[config.mk]
export PLATFORM = sky130hd
export DESIGN_NAME = system_bus_arbiter_flat
export DESIGN_NICKNAME = d
export VERILOG_FILES = /design/src/rtl/system_bus_pkg.sv /design/src/rtl/system_bus_arbiter_if.sv /design/src/rtl/system_bus_arbiter_picker.sv /design/src/rtl/system_bus_arbiter.sv /design/src/flat_wrapper.sv
export SDC_FILE = /design/constraint.sdc
export NUM_CORES = 1
export LEC_CHECK = 0
export ABC_AREA = 0
export CAP_MARGIN = 20
export CORE_MARGIN = 2
export CORE_UTILIZATION = 51
export CTS_BUF_LIST = sky130_fd_sc_hd__clkbuf_4
export DETAILED_ROUTE_END_ITERATION = 8
export PLACE_DENSITY = 0.7
export SLEW_MARGIN = 15
export SYNTH_ARGS = -nofsm -noshare
export SYNTH_HDL_FRONTEND = slang
export SYNTH_HIERARCHICAL = 1
export SYNTH_SLANG_ARGS = --single-unit
[constraint.sdc]
create_clock -name clk -period 4 [get_ports clk]
set_input_delay 0.8 -clock clk [delete_from_list [all_inputs] [get_ports clk]]
set_output_delay 0.8 -clock clk [all_outputs]
set_load 0.02 [all_outputs]
[src/rtl/system_bus_pkg.sv]
// -----------------------------------------------------------------------------
// system_bus_pkg
// Shared types and helpers for the system bus arbiter.
//   arb_state_t : arbiter FSM states (IDLE, GRANTED, TURNAROUND)
//   pick_t      : result of a round-robin search (valid flag + winning index)
//   rr_pick()   : round-robin search of a request vector starting at ptr
// -----------------------------------------------------------------------------
package system_bus_pkg;

   typedef enum logic [1:0] {
      IDLE       = 2'd0,
      GRANTED    = 2'd1,
      TURNAROUND = 2'd2
   } arb_state_t;

   localparam int DEF_NUM_MASTERS = 3;
   localparam int DEF_TIMEOUT     = 64;

   // Indices are carried at the widest supported master count so the helper
   // can be shared by every NUM_MASTERS setting.
   localparam int MAX_MASTERS = 8;
   localparam int PTR_W       = 3;

   typedef struct packed {
      logic             vld;
      logic [PTR_W-1:0] idx;
   } pick_t;

   // Returns the first set bit of req[n-1:0] searching ptr, ptr+1, ... mod n.
   // The loop runs from the farthest offset down so the nearest hit is the
   // one left standing.
   function automatic pick_t rr_pick(input logic [MAX_MASTERS-1:0] req,
                                     input logic [PTR_W-1:0]       ptr,
                                     input int                     n);
      pick_t r;
      int    j;
      r = '0;
      for (int i = MAX_MASTERS - 1; i >= 0; i--) begin
         j = int'(ptr) + i;
         if (j >= n) j = j - n;
         if ((i < n) && req[j[PTR_W-1:0]]) begin
            r.vld = 1'b1;
            r.idx = j[PTR_W-1:0];
         end
      end
      return r;
   endfunction

endpackage

[src/rtl/system_bus_arbiter_if.sv]
// -----------------------------------------------------------------------------
// system_bus_arbiter_if
// Request/grant bundle between the bus masters and the arbiter.
//   mreq        : per-master level request
//   bus_done    : one-cycle completion pulse from the addressed slave
//   mgrant      : one-hot registered grant
//   grant_id    : binary index of the owner (0 when idle)
//   bus_busy    : |mgrant, registered
//   timeout_err : one-cycle pulse on forced revocation
// modport master : requester side; modport slave : arbiter side.
// -----------------------------------------------------------------------------
interface system_bus_arbiter_if #(
   parameter int NUM_MASTERS = 3,
   parameter int ID_W        = 2
);
   logic [NUM_MASTERS-1:0] mreq;
   logic                   bus_done;
   logic [NUM_MASTERS-1:0] mgrant;
   logic [ID_W-1:0]        grant_id;
   logic                   bus_busy;
   logic                   timeout_err;

   modport master (
      output mreq, bus_done,
      input  mgrant, grant_id, bus_busy, timeout_err
   );

   modport slave (
      input  mreq, bus_done,
      output mgrant, grant_id, bus_busy, timeout_err
   );
endinterface

[src/rtl/system_bus_arbiter_picker.sv]
// -----------------------------------------------------------------------------
// rr_priority_picker
// Combinational round-robin picker: finds the first requester at or after
// ptr_i (wrapping at NUM_MASTERS).
//   req_i : request vector
//   ptr_i : search start index
//   vld_o : at least one requester present
//   idx_o : winning master index
// -----------------------------------------------------------------------------
module rr_priority_picker
   import system_bus_pkg::*;
#(
   parameter int NUM_MASTERS = DEF_NUM_MASTERS
) (
   input  logic [NUM_MASTERS-1:0] req_i,
   input  logic [PTR_W-1:0]       ptr_i,
   output logic                   vld_o,
   output logic [PTR_W-1:0]       idx_o
);
   logic [MAX_MASTERS-1:0] req_ext;
   pick_t                  pick;

   always_comb begin
      req_ext                    = '0;
      req_ext[NUM_MASTERS-1:0]   = req_i;
      pick                       = rr_pick(req_ext, ptr_i, NUM_MASTERS);
   end

   assign vld_o = pick.vld;
   assign idx_o = pick.idx;
endmodule

[src/rtl/system_bus_arbiter.sv]
// -----------------------------------------------------------------------------
// system_bus_arbiter
// Round-robin owner selection for the shared system bus. A registered one-hot
// grant is held until bus_done, until the owner drops its request, or until
// TIMEOUT granted cycles elapse (timeout_err pulse). One idle turnaround cycle
// separates consecutive owners.
//   clk   : system clock
//   reset : asynchronous active-high reset
//   bus   : request/grant bundle (slave modport)
// -----------------------------------------------------------------------------
module system_bus_arbiter
   import system_bus_pkg::*;
#(
   parameter int NUM_MASTERS = DEF_NUM_MASTERS,
   parameter int TIMEOUT     = DEF_TIMEOUT,
   parameter int ID_W        = 2
) (
   input  logic                 clk,
   input  logic                 reset,
   system_bus_arbiter_if.slave  bus
);
   localparam int               CNT_W    = $clog2(TIMEOUT + 1);
   localparam logic [CNT_W-1:0] CNT_LAST = CNT_W'(TIMEOUT - 1);

   arb_state_t             state_q, state_d;
   logic [PTR_W-1:0]       rr_ptr_q, rr_ptr_d;
   logic [CNT_W-1:0]       hold_q, hold_d;
   logic [NUM_MASTERS-1:0] mgrant_q, mgrant_d;
   logic [ID_W-1:0]        grant_id_q, grant_id_d;
   logic                   busy_q, busy_d;
   logic                   terr_q, terr_d;

   logic                   pick_vld;
   logic [PTR_W-1:0]       pick_idx;
   logic [PTR_W-1:0]       owner_idx;
   logic                   owner_req;
   logic                   hold_last;
   logic                   release_w;
   logic                   timeout_w;

   rr_priority_picker #(.NUM_MASTERS(NUM_MASTERS)) u_picker (
      .req_i (bus.mreq),
      .ptr_i (rr_ptr_q),
      .vld_o (pick_vld),
      .idx_o (pick_idx)
   );

   // The owner's request is read through the grant mask, which avoids an
   // index that may be wider than the request vector.
   assign owner_idx = PTR_W'(grant_id_q);
   assign owner_req = |(mgrant_q & bus.mreq);
   assign hold_last = (hold_q == CNT_LAST);

   // Release priority: done, then abandon, then timeout. The error pulse only
   // fires when neither of the earlier causes applies.
   assign release_w = (state_q == GRANTED) && (bus.bus_done || !owner_req || hold_last);
   assign timeout_w = (state_q == GRANTED) && !bus.bus_done && owner_req && hold_last;

   always_ff @(posedge clk or posedge reset) begin
      if (reset) begin
         state_q    <= IDLE;
         rr_ptr_q   <= '0;
         hold_q     <= '0;
         mgrant_q   <= '0;
         grant_id_q <= '0;
         busy_q     <= 1'b0;
         terr_q     <= 1'b0;
      end else begin
         state_q    <= state_d;
         rr_ptr_q   <= rr_ptr_d;
         hold_q     <= hold_d;
         mgrant_q   <= mgrant_d;
         grant_id_q <= grant_id_d;
         busy_q     <= busy_d;
         terr_q     <= terr_d;
      end
   end

   always_comb begin
      state_d  = state_q;
      rr_ptr_d = rr_ptr_q;
      hold_d   = hold_q;
      case (state_q)
         IDLE, TURNAROUND: begin
            hold_d  = '0;
            state_d = pick_vld ? GRANTED : IDLE;
         end
         GRANTED: begin
            if (release_w) begin
               state_d  = TURNAROUND;
               hold_d   = '0;
               rr_ptr_d = (owner_idx == PTR_W'(NUM_MASTERS - 1)) ? '0 : owner_idx + 1'b1;
            end else if (!hold_last) begin
               hold_d = hold_q + 1'b1;
            end
         end
         default: begin
            state_d = IDLE;
            hold_d  = '0;
         end
      endcase
   end

   always_comb begin
      mgrant_d   = mgrant_q;
      grant_id_d = grant_id_q;
      terr_d     = 1'b0;
      case (state_q)
         IDLE, TURNAROUND: begin
            if (pick_vld) begin
               mgrant_d   = NUM_MASTERS'(1) << pick_idx;
               grant_id_d = ID_W'(pick_idx);
            end else begin
               mgrant_d   = '0;
               grant_id_d = '0;
            end
         end
         GRANTED: begin
            if (release_w) begin
               mgrant_d   = '0;
               grant_id_d = '0;
               terr_d     = timeout_w;
            end
         end
         default: begin
            mgrant_d   = '0;
            grant_id_d = '0;
         end
      endcase
      busy_d = |mgrant_d;
   end

   assign bus.mgrant      = mgrant_q;
   assign bus.grant_id    = grant_id_q;
   assign bus.bus_busy    = busy_q;
   assign bus.timeout_err = terr_q;
endmodule

[src/flat_wrapper.sv]
// flat-port wrapper written by rule: the top's interface ports become plain ports
module system_bus_arbiter_flat import system_bus_pkg::*;
#(
   parameter int NUM_MASTERS = DEF_NUM_MASTERS,
   parameter int TIMEOUT     = DEF_TIMEOUT,
   parameter int ID_W        = 2
)
  (clk, reset, bus_mreq, bus_bus_done, bus_mgrant, bus_grant_id, bus_bus_busy, bus_timeout_err);
  system_bus_arbiter_if #(.NUM_MASTERS(NUM_MASTERS), .ID_W(ID_W)) bus_i ();
  input  logic clk;
  input  logic reset;
  input wire logic [$bits(bus_i.mreq)-1:0] bus_mreq;
  input wire logic [$bits(bus_i.bus_done)-1:0] bus_bus_done;
  output wire logic [$bits(bus_i.mgrant)-1:0] bus_mgrant;
  output wire logic [$bits(bus_i.grant_id)-1:0] bus_grant_id;
  output wire logic [$bits(bus_i.bus_busy)-1:0] bus_bus_busy;
  output wire logic [$bits(bus_i.timeout_err)-1:0] bus_timeout_err;
  assign bus_i.mreq = bus_mreq;
  assign bus_i.bus_done = bus_bus_done;
  assign bus_mgrant = bus_i.mgrant;
  assign bus_grant_id = bus_i.grant_id;
  assign bus_bus_busy = bus_i.bus_busy;
  assign bus_timeout_err = bus_i.timeout_err;
  system_bus_arbiter #(.NUM_MASTERS(NUM_MASTERS), .TIMEOUT(TIMEOUT), .ID_W(ID_W)) u_core (.clk(clk), .reset(reset), .bus(bus_i));
endmodule
Yosys cells after proc, flatten, opt, wreduce, memory -nomap -nowiden

Cells that the tools add are included.
W data, S select, Z words.

Input port bits: 6
Memories: 0
Output and inout bits: 7
Word-level logic and storage cells: 68
Bits in writable memories: 0
Bits in latches: 0
Bits in registers: 19
Memory bits (read-only): 0

Multiplexer cells: 27
Multipliers: 0
$add $sub $neg: 7
Divide/modulo/power cells: 0
$lt $le $gt $ge: 6
Bitwise operators: 1
Shifts and indexed selects: 1
Equal/unequal tests: 6
Reduce and logical (&&, ||, !) cells: 13

Operators with widths:

| operator              | count |
|---|---|
| $mux W7               | 3 |
| $mux W3               | 6 |
| $lt A3 B4 Y1 const B  | 3 |
| $mux W4               | 3 |
| $bmux W1 S3           | 3 |
| $sub A3 B2 Y3 const B | 3 |
| $ge A4 B2 Y1 const B  | 2 |
| $pmux W2 S2           | 2 |
| $add A7 B1 Y7 const B | 1 |
| $eq A7 B6 Y1 const B  | 1 |
| $mux W1               | 6 |
| $mux W2               | 3 |
| $pmux W3 S2           | 1 |
| $reduce_or A3 Y1      | 2 |
| $add A3 B1 Y4 const B | 1 |
| $add A3 B2 Y4 const B | 1 |
| $eq A2 B2 Y1 const B  | 2 |
| $logic_and A1 B1 Y1   | 4 |
| $add A2 B1 Y3 const B | 1 |
| $and A3 B3 Y3         | 1 |
| $ge A3 B2 Y1 const B  | 1 |
| $ne A3 B3 Y1 const B  | 1 |
| $shl A1 B3 Y3 const A | 1 |
| $eq A2 B1 Y1 const B  | 1 |
| 6 further kinds       | 8 |

Depth between registers and ports, before layout

Depth after elaboration: 12
Depth in mapped cells: 11
Depth with buffers taken out: 11

Cells and area by module

Netlist, hierarchy kept.

Modules (own cells, without submodules):

| module             | instances | cells an instance | sequential area each (µm²) | area each (µm²) |
|---|---|---|---|---|
| system_bus_arbiter | 1         | 66                | 475.5                      | 788.3 |
| rr_priority_picker | 1         | 56                | 0.0                        | 452.9 |

Worst setup path after synthesis

OpenSTA, ideal clock, no wires.

Path type: register -> register
Start point: register u_core.rr_ptr_q[0]
End point: register u_core.mgrant_q[0], in the netlist u_core/bus.mgrant[0]
Required time: 3.881 ns
Setup time: 0.119 ns
Stages on the path, launching flop included: 10
Data arrival time: 2.334 ns
Buffers on the path: 0
Clock period less this slack: 2.453 ns
Slack: 1.547 ns
Cells stage by stage: dfrtp_1 > ha_1 > ha_1 > a211o_1 > mux2i_1 > and3_1 > o31ai_4 > mux2i_1 > nor3_1 > a21o_2

Word-level cells in the longest chain between the ends: 11
Elaborated cells on any way between the ends: 23
Classes of those cells: add/sub: 5; order compare: 3; shift: 1; mux: 14

Ends and longest elaborated chain:

| item                                                 | RTL line                  | text |
|---|---|---|
| from (decl)                                          | system_bus_arbiter.sv:26  | `logic [PTR_W-1:0] rr_ptr_q, rr_ptr_d;` |
| from (signal assigned)                               | system_bus_arbiter.sv:70  | `rr_ptr_q <= rr_ptr_d;` |
| $add A3 B2 Y4                                        | system_bus_pkg.sv:39      | `j = int'(ptr) + i;` |
| $ge A4 B2 Y1 / $sub A3 B2 Y3 (equally long branches) | system_bus_pkg.sv:40      | `if (j >= n) j = j - n;` |
| $mux W3                                              | system_bus_pkg.sv:40      |  |
| $bmux W1 S3                                          | system_bus_pkg.sv:41      | `if ((i < n) && req[j[PTR_W-1:0]]) begin` |
| $mux W1 (implied by the code)                        | system_bus_pkg.sv:41      |  |
| $mux W4 (2 in a row)                                 | system_bus_pkg.sv:41      |  |
| $mux W4 *                                            | system_bus_pkg.sv:41      |  |
| named net u_core.pick_idx[0]                         | system_bus_arbiter.sv:34  | `logic [PTR_W-1:0] pick_idx;` |
| $shl A1 B3 Y3 *                                      | system_bus_arbiter.sv:111 | `mgrant_d = NUM_MASTERS'(1) << pick_idx;` |
| $mux W3 *                                            | system_bus_arbiter.sv:110 | `if (pick_vld) begin` |
| $pmux W3 S2 *                                        | system_bus_arbiter.sv:108 | `case (state_q)` |
| named net u_core.mgrant_d[0]                         | system_bus_arbiter.sv:28  | `logic [NUM_MASTERS-1:0] mgrant_q, mgrant_d;` |
| to (signal assigned)                                 | system_bus_arbiter.sv:72  | `mgrant_q <= mgrant_d;` |
| to (decl)                                            | system_bus_arbiter.sv:28  |  |

Mark *: on every way through the listed nets, which the timed path passes. The rest lies on a longest branch. The select of a mux whose other input is x is not followed.
A chain may end at the register's enable or synchronous reset.

Worst setup path in the final report

Start point: register u_core.rr_ptr_q[0]
End point: register u_core.mgrant_q[0], in the netlist u_core/bus.mgrant[0]

Elaborated cells on any way between the ends: 23
Classes of those cells: add/sub: 5; order compare: 3; shift: 1; mux: 14

RTL lines:

| item                                                 | RTL line                  | text |
|---|---|---|
| $add A3 B2 Y4                                        | system_bus_pkg.sv:39      |  |
| $ge A4 B2 Y1 / $sub A3 B2 Y3 (equally long branches) | system_bus_pkg.sv:40      |  |
| $mux W3                                              | system_bus_pkg.sv:40      |  |
| $bmux W1 S3                                          | system_bus_pkg.sv:41      |  |
| $mux W1 (implied by the code)                        | system_bus_pkg.sv:41      |  |
| $mux W4 (2 in a row)                                 | system_bus_pkg.sv:41      |  |
| $mux W4 *                                            | system_bus_pkg.sv:41      |  |
| named net u_core.pick_vld                            | system_bus_arbiter.sv:33  | `logic pick_vld;` |
| $mux W3 *                                            | system_bus_arbiter.sv:110 |  |
| $pmux W3 S2 *                                        | system_bus_arbiter.sv:108 |  |
| named net u_core.mgrant_d[0]                         | system_bus_arbiter.sv:28  |  |

Marks and branches as above.

==> impl_metrics.yaml <==
status:
  status: "completed"
floorplan:
  ios: 13
  dieWidth_um: 53.3
  die-area_um2: 2840
  rows: 17
  start_util: 0.550
  core_um2: 2250
  die_h_um: 53.3
power_and_ir_drop:
  ir_drop_uv: 408
  power_frac_comb: 0.626
  powerDensity_nw_per_um2: 697
  p_int_uw: 561
  p_clk_frac: 0.100
  p_sw_uw: 429
  pwr-share-seq: 0.274
  leakage_nw: 0.636
  p_sw_frac: 0.433
sta:
  maxSlewHeadroom: 0.534
  drv_slew: 0
  setup_viol: 0
  period_needed_ns: 2.87
  rsz0062_at_grt: "no"
  timing.final.crit_share: 0.719
  skew_ns: 0.0112
  hold_viol_final: 0
  finalSetupTns_ns: 0
  fmax_ghz: 0.348
  fin_ws_ns: 1.13
  tightest_slew_ns: 0.698
yosys:
  yosysTopAreaCell: "dfrtp_1"
  synth_compound_area_frac: 0.168
  synth_area_leaders: "dfrtp_1, ha_1, nor2_1, a22o_1, mux2i_1"
  synthMuxAreaShare: 0.0595
  ys_dominant_reg_cell: "dfrtp_1"
  synth-simple-area-share: 0.226
  synth_nets: 137
  synthTopCellsByCount: "dfrtp_1, nor2_1, ha_1"
  yosys.cell_count.top_type: "dfrtp_1"
  synth-edff-count: 0
  synthAdderAreaFrac: 0.0907
  synth_top_family_by_area: "simple AND/OR/NAND/NOR gates"
  syn_area_um2: 1240
  synth_seq_area_share: 0.383
  synth_top_area_share: 0.383
  ys_ff_latch: 19
  ys_warn_count: 6
  synth_xor_area_frac: 0.0423
  async_flop_share: 1.00
  synth.distinct_cells: 46
  syn_inst: 122
  avgSynthCellArea_um2: 10.2
setup_path:
  crit_path_max_incr_delay_ns: 0.50
  crit_chain: "ha_1, ha_1, nand4bb_1, a21boi_0, o2111ai_1, and3_1, nand3_1, nor2b_1, nand2b_1, nor3_1, a21o_2"
  crit_type: "reg -> reg"
  crit_required_ns: 4.25
  crit_path_end_kind: "flip-flop"
  cp.buffers_inverters: 0
  crit_family: "simple AND/OR/NAND/NOR gates"
  crit_path_top_delay_cell: "dfrtp_1"
  critPathMaxFanout: 11
  cpMostUsedCell: "ha_1"
  crit_arrival_ns: 3.13
  setup.worst_path.start_class: "flip-flop"
worst_hold_path:
  hp-class: "reg -> reg"
place:
  pre_cts_slack_ns: 1.20
  dpl.cell_count: 161
  finalWeightedCongestion: 0.825
  post-dp-hpwl_mm: 1.85
  io_buffers: 12
global_route:
  grt_max_degree: 20
  track_usage: 0.207
  grt_pass1_wl_mm: 4.24
  overflow: 0
  antenna_found_initial: 0
  grt_pass1_vias: 963
cells_and_area:
  final_nets: 153
  syn_to_final_growth_pct: 14.3
  antenna_cells: 0
  drive_gt1_frac: 0.131
  fin_cells: 165
clock_network:
  clk-insertion-delay-late_ns: 0.30
  cts-root-buf: "clkbuf_4"
  ctsHtreeMaxLevel: 1
  cts_hold_buffers: 0
  clkSlewWorstSetupHoldPaths_ns: 0.12
  cts_tree: "yes"
  post-cts-setup-buffers: 0
  clockBufferDepth: 2
  cts_buffers: 3
  cts_num_sinks: 19
  ctsResizeCount: 0
detailed_routing:
  drt-total-wl_mm: 2.39
  via_count: 985
  drtAntennaViolNets: 0
  vias_per_cell: 5.97
  avgRoutedWirePerCell_um: 14.5
  drtPass1Iterations: 4
  first_iter_violations: 22
  post-route-drc-count: 0
run:
  maxCapViolations: 0
-- layer usage --
layer / track usage / up-vias / share of wire
met5: 0 / - / 0
met4: 0.0470 / 0 / 0.0059
met3: 0.0593 / 2 / 0.043
met2: 0.313 / 18 / 0.46
met1: 0.292 / 494 / 0.49
li1: - / 471 / -
-- cell usage in the layout (no fill, tap or decap), types with 2 or more instances in the layout --
master / count
mux2_2: 3
and3_1: 2
nor2_1: 12
nand2_1: 6
ha_1: 9
nand3_1: 3
xnor2_1: 4
clkbuf_4: 3
clkdlybuf4s50_1: 12
mux2i_1: 4
dfrtp_1: 19
a22o_1: 5
nor2b_1: 4
or2_2: 2
a21boi_0: 3
inv_1: 7
xor2_1: 2
o21ai_0: 3
nand2b_1: 3
nor4b_1: 2
nor3_1: 2
-- path summary, 6_finish.rpt --
kind,from,to,slack [ns],depth (start not counted)
hold / removal,u_core/hold_q[0],u_core/hold_q[0],0.46,1
max in group asynchronous,reset,u_core/state_q[1],2.65,2
hold reg to reg,u_core/hold_q[0],u_core/hold_q[0],0.46,1
min in group asynchronous,reset,u_core/rr_ptr_q[0],0.90,2
setup / recovery,u_core/rr_ptr_q[0],u_core/bus.mgrant[0],1.13,11
setup reg to reg,u_core/rr_ptr_q[0],u_core/bus.mgrant[0],1.13,11
-- metrics by stage --
stage	hold slack, ns	utilization	area, um^2	power, mW
2_1_floorplan	0.428	-	1240	0.748
3_3_place_gp	0.444	0.616	1390	0.875
3_5_place_dp	0.452	0.616	1390	0.887
4_1_cts	0.469	0.629	1420	0.992
5_1_grt	0.501	0.629	1420	1.07
6_report	0.464	0.629	1420	0.989
-- power by group through the flow --
stage | Combinational (mW) | Sequential [mW] | Clock (mW)
6_report | 0.619 | 0.271 | 0.0991
3_3_place_gp | 0.602 | 0.273 | 0
4_1_cts | 0.617 | 0.271 | 0.103
3_5_place_dp | 0.613 | 0.274 | 0
5_1_grt | 0.682 | 0.279 | 0.113
2_1_floorplan | 0.463 | 0.285 | 0
-- final cells by class --
class | count | area [um^2]
multi-input cells | 95 | 732
flip-flops and latches | 19 | 475
fillers | 200 | 836
repair buffers | 12 | 120
clock inverters | 1 | 7.51
inverters | 7 | 26.3
clock buffers | 3 | 22.5
well taps | 28 | 35.0
-- sequential cells by signal (all words and copies together), names as in the netlist --
register,flops
u_core/state_q,2
u_core/rr_ptr_q,3
u_core/bus.timeout_err,1
u_core/bus.bus_busy,1
u_core/hold_q,7
u_core/bus.grant_id,2
u_core/bus.mgrant,3
-- cell families (layout without fill, tap and decap cells) --
logic type,after synthesis,in the layout
AND/OR/NAND/NOR,48,48
AO/OA/AOI/OAI,24,24
flip-flops,19,19
adder cells (fa/ha/maj),9,9
buffers and inverters,8,23
multiplexers,7,7
XOR/XNOR,6,6
other,1,1
No activity file was read; power rests on OpenSTA's default activity.
